### src/rtl/validador_pkg.sv
// Shared definitions for the move validator: FSM states, player encodings
// and the default board size.
package validador_pkg;

  typedef enum logic [1:0] {
    ESPERA   = 2'd0,
    VERIFICA = 2'd1,
    EMITE    = 2'd2
  } estado_t;

  localparam logic JUGADOR_A = 1'b0;
  localparam logic JUGADOR_B = 1'b1;

  localparam int CELDAS_DEF = 16;

endpackage

### src/rtl/decodificador_onehot.sv
// Combinational index-to-one-hot decoder; an index outside the board or a
// low enable yields an all-zero vector.
module decodificador_onehot #(
  parameter int CELDAS    = 16,
  parameter int ANCHO_POS = $clog2(CELDAS)
) (
  input  logic [ANCHO_POS-1:0] i_indice,
  input  logic                 i_habilitar,
  output logic [CELDAS-1:0]    o_onehot
);

  for (genvar g = 0; g < CELDAS; g++) begin : g_celda
    assign o_onehot[g] = i_habilitar && (i_indice == ANCHO_POS'(g));
  end

endmodule

### src/rtl/validador_jugada.sv
// Board-game move validator: takes a move request, checks it against the
// occupancy/owner maps and turn, and commits or refuses it two cycles later.
module validador_jugada
  import validador_pkg::*;
#(
  parameter int CELDAS    = CELDAS_DEF,
  parameter int ANCHO_POS = $clog2(CELDAS)
) (
  input  logic                 clk,
  input  logic                 rst_n,
  input  logic                 limpiar,
  input  logic                 jugada_valida,
  output logic                 listo,
  input  logic [ANCHO_POS-1:0] posicion_jugada,
  input  logic                 jugador,
  output logic [CELDAS-1:0]    habilitar_jugada,
  output logic [CELDAS-1:0]    ocupado,
  output logic [CELDAS-1:0]    dueno,
  output logic                 turno,
  output logic                 jugada_aceptada,
  output logic                 jugada_rechazada,
  output logic                 tablero_lleno,
  output logic [ANCHO_POS:0]   conteo_jugadas
);

  localparam logic [ANCHO_POS:0] L_CELDAS = (ANCHO_POS+1)'(CELDAS);
  localparam logic [ANCHO_POS:0] L_UNO    = (ANCHO_POS+1)'(1);

  estado_t               r_estado, w_estado_sig;
  logic [ANCHO_POS-1:0]  r_pos;
  logic                  r_jugador;
  logic [CELDAS-1:0]     r_ocupado, r_dueno, r_habilitar;
  logic                  r_turno, r_aceptada, r_rechazada;
  logic [ANCHO_POS:0]    r_conteo;

  logic [CELDAS-1:0]     w_onehot;
  logic                  w_en_verifica, w_toma, w_en_rango, w_libre, w_lleno, w_legal;

  assign w_en_verifica = (r_estado == VERIFICA);
  assign w_toma        = jugada_valida && (r_estado == ESPERA);

  decodificador_onehot #(
    .CELDAS    (CELDAS),
    .ANCHO_POS (ANCHO_POS)
  ) u_dec (
    .i_indice    (r_pos),
    .i_habilitar (w_en_verifica),
    .o_onehot    (w_onehot)
  );

  // Out-of-range positions decode to zero, so the occupancy test alone
  // cannot catch them; the explicit range check covers that case.
  assign w_en_rango = ({1'b0, r_pos} < L_CELDAS);
  assign w_libre    = ~|(w_onehot & r_ocupado);
  assign w_lleno    = (r_conteo == L_CELDAS);
  assign w_legal    = w_en_rango && w_libre && (r_jugador == r_turno) && !w_lleno;

  always_ff @(posedge clk or negedge rst_n) begin
    if (!rst_n) r_estado <= ESPERA;
    else        r_estado <= w_estado_sig;
  end

  always_comb begin
    w_estado_sig = r_estado;
    if (limpiar) begin
      w_estado_sig = ESPERA;
    end else begin
      case (r_estado)
        ESPERA:   if (jugada_valida) w_estado_sig = VERIFICA;
        VERIFICA: w_estado_sig = EMITE;
        EMITE:    w_estado_sig = ESPERA;
        default:  w_estado_sig = ESPERA;
      endcase
    end
  end

  always_ff @(posedge clk or negedge rst_n) begin
    if (!rst_n) begin
      r_pos       <= '0;
      r_jugador   <= JUGADOR_A;
      r_ocupado   <= '0;
      r_dueno     <= '0;
      r_habilitar <= '0;
      r_turno     <= JUGADOR_A;
      r_aceptada  <= 1'b0;
      r_rechazada <= 1'b0;
      r_conteo    <= '0;
    end else if (limpiar) begin
      r_ocupado   <= '0;
      r_dueno     <= '0;
      r_habilitar <= '0;
      r_turno     <= JUGADOR_A;
      r_aceptada  <= 1'b0;
      r_rechazada <= 1'b0;
      r_conteo    <= '0;
    end else begin
      r_aceptada  <= 1'b0;
      r_rechazada <= 1'b0;
      r_habilitar <= '0;
      if (w_toma) begin
        r_pos     <= posicion_jugada;
        r_jugador <= jugador;
      end
      // Commit happens on the VERIFICA->EMITE edge so every effect is visible in EMITE.
      if (w_en_verifica) begin
        if (w_legal) begin
          r_aceptada  <= 1'b1;
          r_habilitar <= w_onehot;
          r_ocupado   <= r_ocupado | w_onehot;
          r_dueno     <= (r_jugador == JUGADOR_B) ? (r_dueno | w_onehot) : (r_dueno & ~w_onehot);
          r_turno     <= (r_turno == JUGADOR_A) ? JUGADOR_B : JUGADOR_A;
          r_conteo    <= r_conteo + L_UNO;
        end else begin
          r_rechazada <= 1'b1;
        end
      end
    end
  end

  assign listo            = (r_estado == ESPERA);
  assign habilitar_jugada = r_habilitar;
  assign ocupado          = r_ocupado;
  assign dueno            = r_dueno;
  assign turno            = r_turno;
  assign jugada_aceptada  = r_aceptada;
  assign jugada_rechazada = r_rechazada;
  assign tablero_lleno    = w_lleno;
  assign conteo_jugadas   = r_conteo;

endmodule

### config.mk
export PLATFORM = sky130hd
export DESIGN_NAME = validador_jugada
export DESIGN_NICKNAME = d
export VERILOG_FILES = /design/src/rtl/validador_pkg.sv /design/src/rtl/decodificador_onehot.sv /design/src/rtl/validador_jugada.sv
export SDC_FILE = /design/constraint.sdc
export NUM_CORES = 1
export LEC_CHECK = 0
export BUFFER_PORTS_ARGS = -buffer_cell sky130_fd_sc_hd__buf_2
export CAP_MARGIN = 20
export CORE_ASPECT_RATIO = 0.6
export CORE_MARGIN = 5
export CORE_UTILIZATION = 45
export CTS_CLUSTER_SIZE = 10
export DETAILED_ROUTE_END_ITERATION = 16
export GPL_TIMING_DRIVEN = 1
export HOLD_SLACK_MARGIN = 0.15
export MAX_ROUTING_LAYER = met4
export PLACE_DENSITY = 0.73
export SLEW_MARGIN = 30
export SYNTH_ARGS = -nofsm -noshare
export SYNTH_HDL_FRONTEND = slang
export SYNTH_SLANG_ARGS = --single-unit
### constraint.sdc
create_clock -name clk -period 2.4 [get_ports clk]
set_input_delay 0 -clock clk [delete_from_list [all_inputs] [get_ports clk]]
set_output_delay 0 -clock clk [all_outputs]
set_load 0.05 [all_outputs]
==> flow_summary.html, run 1 <==
<table>
<tr><th>Metric</th><th>Value</th></tr>
<tr><th colspan="2">Finish</th></tr>
<tr><td>Total inserted antenna cells</td><td>0</td></tr>
<tr><td>Filler Cell Count</td><td>574</td></tr>
<tr><td>Final standard cell area without fillers</td><td>3950 um^2</td></tr>
<tr><td>Final std cells w/o fill</td><td>456</td></tr>
<tr><td>Synthesis-to-layout area growth</td><td>30.1%</td></tr>
<tr><td>Layout cells sized above 1</td><td>37.1%</td></tr>
<tr><td>Layout Nets</td><td>375</td></tr>
<tr><th colspan="2">Floorplan</th></tr>
<tr><td>Overall die area</td><td>8540 um^2</td></tr>
<tr><td>Width of the die</td><td>116 um</td></tr>
<tr><td>Placeable core region</td><td>6620 um^2</td></tr>
<tr><td>Initial core utilization</td><td>45.8%</td></tr>
<tr><td>Y dimension of the die</td><td>73.6 um</td></tr>
<tr><td>Cell row count</td><td>23</td></tr>
<tr><td>I/O pins</td><td>67</td></tr>
<tr><th colspan="2">Global routing</th></tr>
<tr><td>Overflow after GRT</td><td>0</td></tr>
<tr><td>First-pass GRT wire length</td><td>12900 um</td></tr>
<tr><td>Largest net degree at the start of global routing</td><td>39</td></tr>
<tr><td>Antenna violations before repair</td><td>0</td></tr>
<tr><td>Number of global-route vias before repair</td><td>2443</td></tr>
<tr><td>Tot GR Track Use</td><td>20.9%</td></tr>
<tr><th colspan="2">Synth</th></tr>
<tr><td>Number of nets produced by synthesis</td><td>293</td></tr>
<tr><td>Cells taking the most area after synthesis</td><td>dfrtp_1, mux2i_1, nor2_1</td></tr>
<tr><td>Sequential fraction of the synthesis area</td><td>52.0%</td></tr>
<tr><td>Number of distinct library cells after synthesis</td><td>50</td></tr>
<tr><td>Most used standard cell by instance count after synthesis</td><td>dfrtp_1</td></tr>
<tr><td>Cell type with the highest aggregate area in the netlist</td><td>dfrtp_1</td></tr>
<tr><td>Proportion of synthesized flip-flops having asynchronous set or reset</td><td>100%</td></tr>
<tr><td>Mapped Cells</td><td>282</td></tr>
<tr><td>Fraction of synthesized cell area taken by the top area cell type</td><td>52.0%</td></tr>
<tr><td>Number of synthesized flops with an enable pin</td><td>0</td></tr>
<tr><td>Synthesis-stage register bit count</td><td>63</td></tr>
<tr><td>Ys flop type</td><td>dfrtp_1</td></tr>
<tr><td>Most numerous cell types in the synthesized netlist</td><td>dfrtp_1, nor2_1, nand2b_1</td></tr>
<tr><td>Synthesized area</td><td>3030 um^2</td></tr>
<tr><td>Average instance area after synthesis</td><td>10.8 um^2</td></tr>
<tr><td>Number of synthesis warnings</td><td>0</td></tr>
<tr><th colspan="2">STA</th></tr>
<tr><td>Part of the cycle the worst path needs</td><td>95.8%</td></tr>
<tr><td>Accumulated negative setup slack</td><td>0 ns</td></tr>
<tr><td>Endpoints failing setup</td><td>0</td></tr>
<tr><td>Relative max-transition margin</td><td>53.6%</td></tr>
<tr><td>Worst-margin pin slew</td><td>0.696 ns</td></tr>
<tr><td>Clock period minus worst slack</td><td>2.30 ns</td></tr>
<tr><td>Maximum achievable frequency</td><td>0.435 GHz</td></tr>
<tr><td>Hold violation total from the final report</td><td>0</td></tr>
<tr><td>Max Clock Skew</td><td>0.00684 ns</td></tr>
<tr><td>Final count of pins violating max slew</td><td>0</td></tr>
<tr><th colspan="2">Critical path</th></tr>
<tr><td>Cells traversed along the worst timing path</td><td>mux4_2 &gt; o211ai_4 &gt; nand4_4 &gt; or3_4 &gt; buf_4 &gt; nor3_2</td></tr>
<tr><td>Reg-to-reg setup timing slack</td><td>0.10 ns</td></tr>
<tr><td>Kind of capture point of the worst setup path</td><td>flip-flop</td></tr>
<tr><td>Largest incremental delay on the critical path</td><td>0.52 ns</td></tr>
<tr><td>Type of element launching the critical path</td><td>flip-flop</td></tr>
<tr><td>Slowest cell on crit path</td><td>dfrtp_1</td></tr>
<tr><td>Largest fanout of any net on the critical path</td><td>10</td></tr>
<tr><td>Required time worst endpoint</td><td>2.64 ns</td></tr>
<tr><td>Arr. time, crit path</td><td>2.54 ns</td></tr>
<tr><td>Crit Path Category</td><td>flip-flop to flip-flop</td></tr>
<tr><th colspan="2">Pwr</th></tr>
<tr><td>Int Power</td><td>0.00212 W</td></tr>
<tr><td>Psw</td><td>0.000843 W</td></tr>
<tr><td>Portion of total power attributed to the clock network</td><td>44.5%</td></tr>
<tr><td>Leak pwr</td><td>1.94 nW</td></tr>
<tr><td>Switching fraction of total power</td><td>28.4%</td></tr>
<tr><td>Power density over the cells</td><td>751 nW/um^2</td></tr>
<tr><td>Sequential share of power</td><td>38.4%</td></tr>
<tr><td>Gate power share</td><td>17.0%</td></tr>
<tr><td>Maximum vdd drop</td><td>0.000386 V</td></tr>
<tr><th colspan="2">Detailed routing</th></tr>
<tr><td>DR vias</td><td>2448</td></tr>
<tr><td>Routed WL per cell</td><td>17.6 um</td></tr>
<tr><td>Via count normalized by instance count</td><td>5.37</td></tr>
<tr><td>Number of detailed-routing iterations run before antenna repair</td><td>4</td></tr>
<tr><td>Final routed DRC violation total</td><td>0</td></tr>
<tr><td>WL final</td><td>8010 um</td></tr>
<tr><td>Count of nets left with antenna violations after detail routing</td><td>0</td></tr>
<tr><td>1st-iter DRT viols</td><td>202</td></tr>
<tr><th colspan="2">Clock network</th></tr>
<tr><td>Post-CTS clock slew at the launch and capture registers of the worst setup and hold paths</td><td>0.06 ns</td></tr>
<tr><td>Clock Tree Buf Depth</td><td>2</td></tr>
<tr><td>Clock latency reported for the late side of the worst-skew pair</td><td>0.33 ns</td></tr>
<tr><td>Num Clock Sinks</td><td>63</td></tr>
<tr><td>TritonCTS buffer count</td><td>9</td></tr>
<tr><td>TritonCTS clock tree</td><td>yes</td></tr>
<tr><td>H-tree level count</td><td>3</td></tr>
<tr><td>Clock root buffer</td><td>clkbuf_16</td></tr>
<tr><th colspan="2">Place</th></tr>
<tr><td>Placed inst area</td><td>3550 um^2</td></tr>
<tr><td>Weighted congestion reported at the end of routability-driven placement</td><td>0.874</td></tr>
<tr><td>HPWL reported at the end of detailed placement</td><td>5830 um</td></tr>
<tr><td>Post-placement cell count</td><td>432</td></tr>
<tr><td>Number of buffers inserted by port buffering</td><td>66</td></tr>
<tr><th colspan="2">Worst hold path</th></tr>
<tr><td>Min-delay worst type</td><td>input pin to async pin</td></tr>
<tr><th colspan="2">Status</th></tr>
<tr><td>Outcome</td><td>completed</td></tr>
<tr><th colspan="2">Run</th></tr>
<tr><td>Max-Cap Viols</td><td>0</td></tr>
</table>
==> per-layer routing <==
| layer | GRT usage, % | wire, um | vias up |
|---|---|---|---|
| met5 | - | 0 | - |
| met4 | 5.15 | 99 | 0 |
| met3 | 7.24 | 552 | 9 |
| met2 | 29.1 | 3410 | 87 |
| met1 | 29.2 | 3950 | 1198 |
| li1 | - | - | 1154 |
==> state kept, by name, indices dropped and copies added (netlist names) <==
| name | cells |
|---|---|
| conteo_jugadas | 5 |
| r_estado | 2 |
| dueno | 16 |
| ocupado | 16 |
| r_jugador | 1 |
| habilitar_jugada | 16 |
| jugada_aceptada | 1 |
| r_pos | 4 |
| jugada_rechazada | 1 |
| turno | 1 |
==> cell families (layout without fill, tap and decap cells) <==
| family | Yosys count | count (layout) | synth area share, % |
|---|---|---|---|
| flops | 63 | 63 | 52.0 |
| buf+inv | 29 | 116 | 3.96 |
| simple gates | 130 | 130 | 26.0 |
| mux | 27 | 27 | 9.77 |
| compound gates | 30 | 30 | 7.22 |
| fa+ha+maj | 2 | 2 | 0.825 |
| xor+xnor | 1 | 1 | 0.289 |
==> metrics by stage <==
step	hold WS, ns	worst slack (ns)	utilization (%)	power, W
after floorplan	-0.296	0.0276	-	0.00148
after global placement	0.0823	0.175	53.6	0.00163
after detailed placement	0.0875	0.135	53.6	0.00164
after CTS	0.289	0.112	59.5	0.00298
after global routing	0.330	-0.000149	59.7	0.00308
final	0.256	0.101	59.7	0.00296
==> power groups by stage <==
stage	clock network (W)	logic, W	registers (W)
finish	0.00132	0.000504	0.00114
global route	0.00139	0.000541	0.00114
CTS	0.00135	0.000498	0.00114
detailed placement	0	0.000484	0.00116
global placement	0	0.000476	0.00115
floorplan	0	0.000299	0.00118
==> final timing paths <==
path                                     from  depth (start not counted)                  end
max                                  r_pos[3]                          6  habilitar_jugada[4]
min                                     rst_n                          2           ocupado[6]
max reg2reg                          r_pos[3]                          6  habilitar_jugada[4]
min reg2reg                        ocupado[5]                          2           ocupado[5]
max in group asynchronous               rst_n                          3            dueno[13]
min in group clk           posicion_jugada[0]                          4             r_pos[0]
==> layout by cell type, fill, tap and decap left out, types with 8 or more instances in the layout <==
cell type | synthesis | routed
a21oi_1 | 15 | 15
buf_2 | 3 | 66
buf_4 | 0 | 17
clkbuf_16 | 0 | 9
dfrtp_1 | 63 | 61
dlygate4sd3_1 | 0 | 8
inv_1 | 8 | 8
mux2_2 | 11 | 11
mux2i_1 | 15 | 15
nand2_1 | 12 | 12
nand2b_1 | 19 | 19
nand3_1 | 12 | 12
nor2_1 | 34 | 33
nor3_1 | 9 | 9
==> critical path, delay by kind of cell, from the launching register on <==
kind | cells | cell delay, ns
buffers and inverters | 1 | 0.20
DFF | 1 | 0.52
muxes | 1 | 0.38
and+or+nand+nor | 3 | 0.86
AOI/OAI and AO/OA | 1 | 0.24
==> what timing repair did <==
item / 4_1_cts / 5_1_grt
hold buffers: 8 / 0
resized for setup: 0 / 1
buffers inserted: 0 / 0
endpoints found under the hold margin: 38 / 0
setup endpoints to repair: 0 / 2
==> layout make-up <==
cell class	instances	area (um^2)	area share, %
Clock inverter	5	56.3	1.43
Timing Repair Buffer	92	558	14.1
Sequential cell	63	1580	40.0
Clock buffer	11	253	6.40
Tap cell	87	109	2.76
Multi-Input combinational cell	190	1360	34.5
Inverter	8	30.0	0.760
(Power assumes the default switching activity.)
==> run 2, diff against run 1 <==
Settings changed: ABC_AREA set to 1, GPL_TIMING_DRIVEN 1 to 0.
==> run 2 against run 1 <==
  * Die area fell by 1.8%
  * Critical endpoint is now r_pos[0]
  * Sequential cell count did not move
  * Fmax rose by 1.9%
  * Power fell by 21%
  * Non-clock buffer count rose by 14
  * Final cell count rose by 19%
  * Clock power fell by 40%
  * Area after synthesis fell by 2.0%
  * Largest cell class unchanged
==> flow_summary.html, run 2 <==
<table>
<tr><th>Metric</th><th>Value</th></tr>
<tr><th colspan="2">Synth</th></tr>
<tr><td>Fraction of synthesized area in multiplexers</td><td>0%</td></tr>
<tr><td>Fraction of synthesized cell area in xor and xnor cells</td><td>0.884%</td></tr>
<tr><td>Compound-gate portion of the synthesized area</td><td>6.69%</td></tr>
<tr><td>Cells taking the most area after synthesis</td><td>dfrtp_1, nand2_1, nand3_1</td></tr>
<tr><td>Number of distinct library cells after synthesis</td><td>23</td></tr>
<tr><td>Post-synthesis share of cell area spent on and, or, nand and nor gates</td><td>32.1%</td></tr>
<tr><td>Synthesized area</td><td>2970 um^2</td></tr>
<tr><td>Fraction of synthesized cell area taken by the top area cell type</td><td>53.0%</td></tr>
<tr><td>Fraction of the mapped netlist area in adder cells</td><td>0.842%</td></tr>
<tr><td>Number of synthesis warnings</td><td>0</td></tr>
<tr><td>Ys flop type</td><td>dfrtp_1</td></tr>
<tr><td>Most used standard cell by instance count after synthesis</td><td>nand2_1</td></tr>
<tr><td>Most numerous cell types in the synthesized netlist</td><td>nand2_1, dfrtp_1, nand3_1</td></tr>
<tr><td>Proportion of synthesized flip-flops having asynchronous set or reset</td><td>100%</td></tr>
<tr><td>Synthesis-stage register bit count</td><td>63</td></tr>
<tr><td>Number of nets produced by synthesis</td><td>369</td></tr>
<tr><td>Mapped Cells</td><td>358</td></tr>
<tr><td>Sequential fraction of the synthesis area</td><td>53.0%</td></tr>
<tr><td>Average instance area after synthesis</td><td>8.30 um^2</td></tr>
<tr><td>Cell type with the highest aggregate area in the netlist</td><td>dfrtp_1</td></tr>
<tr><td>Main combinational cell family by area after synthesis</td><td>simple AND/OR/NAND/NOR gates</td></tr>
<tr><td>Number of synthesized flops with an enable pin</td><td>0</td></tr>
<tr><th colspan="2">Clock network</th></tr>
<tr><td>TritonCTS buffer count</td><td>9</td></tr>
<tr><td>Post-CTS clock slew at the launch and capture registers of the worst setup and hold paths</td><td>0.06 ns</td></tr>
<tr><td>Clock Tree Buf Depth</td><td>2</td></tr>
<tr><td>Clock root buffer</td><td>clkbuf_8</td></tr>
<tr><td>TritonCTS clock tree</td><td>yes</td></tr>
<tr><td>Num Clock Sinks</td><td>63</td></tr>
<tr><td>H-tree level count</td><td>3</td></tr>
<tr><td>Clock latency reported for the late side of the worst-skew pair</td><td>0.34 ns</td></tr>
<tr><th colspan="2">Finish</th></tr>
<tr><td>Commonest non-fill, non-tap cell in the layout</td><td>nand2_1</td></tr>
<tr><td>Total inserted antenna cells</td><td>0</td></tr>
<tr><td>Commonest cells after routing, fill and taps aside</td><td>nand2_1, buf_2, dfrtp_1, nand3_1, nor2_1</td></tr>
<tr><td>Synthesis-to-layout area growth</td><td>27.9%</td></tr>
<tr><td>Layout Nets</td><td>467</td></tr>
<tr><td>Core occupancy in the finished layout</td><td>60.9%</td></tr>
<tr><td>Layout cells sized above 1</td><td>23.5%</td></tr>
<tr><th colspan="2">Critical path</th></tr>
<tr><td>Cells traversed along the worst timing path</td><td>nor2_2 &gt; nand3_2 &gt; clkinvlp_4 &gt; nand2_1 &gt; dlygate4sd3_1 &gt; o21ai_0 &gt; dlygate4sd3_1</td></tr>
<tr><td>Required time worst endpoint</td><td>2.68 ns</td></tr>
<tr><td>Largest incremental delay on the critical path</td><td>0.58 ns</td></tr>
<tr><td>Slowest cell on crit path</td><td>dlygate4sd3_1</td></tr>
<tr><td>Largest fanout of any net on the critical path</td><td>5</td></tr>
<tr><td>Arr. time, crit path</td><td>2.53 ns</td></tr>
<tr><td>Kind of capture point of the worst setup path</td><td>flip-flop</td></tr>
<tr><td>Type of element launching the critical path</td><td>flip-flop</td></tr>
<tr><td>Most common cell type on the critical path</td><td>dlygate4sd3_1</td></tr>
<tr><td>Crit Path Category</td><td>flip-flop to flip-flop</td></tr>
<tr><th colspan="2">Pwr</th></tr>
<tr><td>Switching fraction of total power</td><td>30.6%</td></tr>
<tr><td>Sequential share of power</td><td>47.7%</td></tr>
<tr><td>Maximum vdd drop</td><td>0.000334 V</td></tr>
<tr><td>Int Power</td><td>0.00163 W</td></tr>
<tr><td>Psw</td><td>0.000720 W</td></tr>
<tr><td>Leak pwr</td><td>1.98 nW</td></tr>
<tr><td>Gate power share</td><td>18.5%</td></tr>
<tr><td>Power density over the cells</td><td>618 nW/um^2</td></tr>
<tr><td>Portion of total power attributed to the clock network</td><td>33.8%</td></tr>
<tr><th colspan="2">STA</th></tr>
<tr><td>Final count of pins violating max slew</td><td>0</td></tr>
<tr><td>Hold violation total from the final report</td><td>0</td></tr>
<tr><td>Unrepaired setup endpoints after global routing</td><td>no</td></tr>
<tr><td>Accumulated negative setup slack</td><td>0 ns</td></tr>
<tr><td>Maximum achievable frequency</td><td>0.443 GHz</td></tr>
<tr><td>Max Clock Skew</td><td>0.00741 ns</td></tr>
<tr><td>Worst-margin pin slew</td><td>0.791 ns</td></tr>
<tr><td>Relative max-transition margin</td><td>47.3%</td></tr>
<tr><td>Part of the cycle the worst path needs</td><td>94.0%</td></tr>
<tr><td>Endpoints failing setup</td><td>0</td></tr>
<tr><td>Clock period minus worst slack</td><td>2.26 ns</td></tr>
<tr><td>Final worst setup slack</td><td>0.143 ns</td></tr>
<tr><th colspan="2">Detailed routing</th></tr>
<tr><td>DR vias</td><td>2928</td></tr>
<tr><td>Routed WL per cell</td><td>15.7 um</td></tr>
<tr><td>Number of detailed-routing iterations run before antenna repair</td><td>7</td></tr>
<tr><td>WL final</td><td>8540 um</td></tr>
<tr><td>Via count normalized by instance count</td><td>5.39</td></tr>
<tr><td>1st-iter DRT viols</td><td>216</td></tr>
<tr><td>Count of nets left with antenna violations after detail routing</td><td>0</td></tr>
<tr><td>Final routed DRC violation total</td><td>0</td></tr>
<tr><th colspan="2">Floorplan</th></tr>
<tr><td>I/O pins</td><td>67</td></tr>
<tr><td>Placeable core region</td><td>6250 um^2</td></tr>
<tr><td>Initial core utilization</td><td>47.6%</td></tr>
<tr><td>Overall die area</td><td>8390 um^2</td></tr>
<tr><td>Cell row count</td><td>22</td></tr>
<tr><td>Y dimension of the die</td><td>73.0 um</td></tr>
<tr><td>Width of the die</td><td>115 um</td></tr>
<tr><th colspan="2">Place</th></tr>
<tr><td>Weighted congestion reported at the end of routability-driven placement</td><td>0.930</td></tr>
<tr><td>HPWL reported at the end of detailed placement</td><td>5920 um</td></tr>
<tr><td>Number of buffers inserted by port buffering</td><td>65</td></tr>
<tr><td>Worst setup slack before clock tree synthesis</td><td>0.389 ns</td></tr>
<tr><th colspan="2">Status</th></tr>
<tr><td>Outcome</td><td>completed</td></tr>
<tr><th colspan="2">Run</th></tr>
<tr><td>Max-Cap Viols</td><td>0</td></tr>
<tr><th colspan="2">Global routing</th></tr>
<tr><td>Largest net degree at the start of global routing</td><td>64</td></tr>
<tr><td>Tot GR Track Use</td><td>22.0%</td></tr>
<tr><td>First-pass GRT wire length</td><td>13700 um</td></tr>
<tr><td>Number of global-route vias before repair</td><td>2743</td></tr>
<tr><td>Overflow after GRT</td><td>0</td></tr>
<tr><td>Antenna violations before repair</td><td>0</td></tr>
<tr><th colspan="2">Worst hold path</th></tr>
<tr><td>Min-delay worst type</td><td>input pin to flip-flop</td></tr>
</table>
[run 2: cell families (layout without fill, tap and decap cells)]
family | count (synthesis) | count (layout)
AO/OA/AOI/OAI | 38 | 38
AND/OR/NAND/NOR | 208 | 208
buffers and inverters | 44 | 145
flip-flops | 63 | 63
XOR/XNOR | 3 | 3
adder cells (fa/ha/maj) | 2 | 2
[run 2: per-stage QoR]
step                      cell area (um^2)  hold WS, ns  total power (W)  instances
after floorplan                       2980       -0.296          0.00139        358
after global placement                3410        0.192          0.00151        507
after detailed placement              3410        0.135          0.00152        507
after CTS                             3770        0.314          0.00234        541
after global routing                  3800        0.166          0.00246        543
final                                 3800        0.176          0.00235        543
[run 2: routing by layer]
layer | wire length, um | part of all wire (%) | global-route usage (%)
met1 | 4090 | 48 | 31.5
met2 | 3510 | 41 | 29.6
met3 | 861 | 10 | 6.71
met4 | 78 | 0.91 | 6.77
met5 | 0 | 0 | -
[run 2: what timing repair did]
| item | CTS | global route |
|---|---|---|
| setup endpoints to repair | 0 | 5 |
| setup buffers | 0 | 2 |
| gates resized for setup | 0 | 4 |
| endpoints found under the hold margin | 71 | 0 |
| hold buffers | 20 | 0 |
[run 2: path summary, 6_finish.rpt]
kind | startpoint | to | slack (ns) | cells past startpoint
min | limpiar | ocupado[6] | 0.18 | 2
min reg2reg | ocupado[9] | ocupado[9] | 0.53 | 2
max in group asynchronous | rst_n | ocupado[0] | 1.60 | 2
min in group asynchronous | rst_n | habilitar_jugada[11] | 0.29 | 2
max | r_estado[1] | r_pos[0] | 0.14 | 7
max reg2reg | r_estado[1] | r_pos[0] | 0.14 | 7
[run 2: worst max-delay path, delay by kind of cell, from the launching register on]
family | cells | cell delay [ns]
flip-flops | 1 | 0.44
AO/OA/AOI/OAI | 1 | 0.09
buffers and inverters | 3 | 1.25
AND/OR/NAND/NOR | 3 | 0.40
[run 2: layout make-up]
class / instances / area [um^2]
Tap cell: 84 / 105
Inverter: 24 / 93.8
Timing Repair Buffer: 87 / 546
Clock buffer: 13 / 159
Fill cell: 570 / 2450
Timing Repair inverter: 1 / 5.00
Clock inverter: 1 / 5.00
Multi-Input combinational cell: 251 / 1210
Sequential cell: 63 / 1580
Buffer: 19 / 98.8
[run 2: power groups by stage]
stage          clock network [W]  registers, W  logic [W]
2_1_floorplan                  0       0.00117   0.000224
3_3_place_gp                   0       0.00114   0.000373
3_5_place_dp                   0       0.00114   0.000379
4_1_cts                 0.000807       0.00112   0.000419
5_1_grt                 0.000856       0.00112   0.000477
6_report                0.000794       0.00112   0.000435
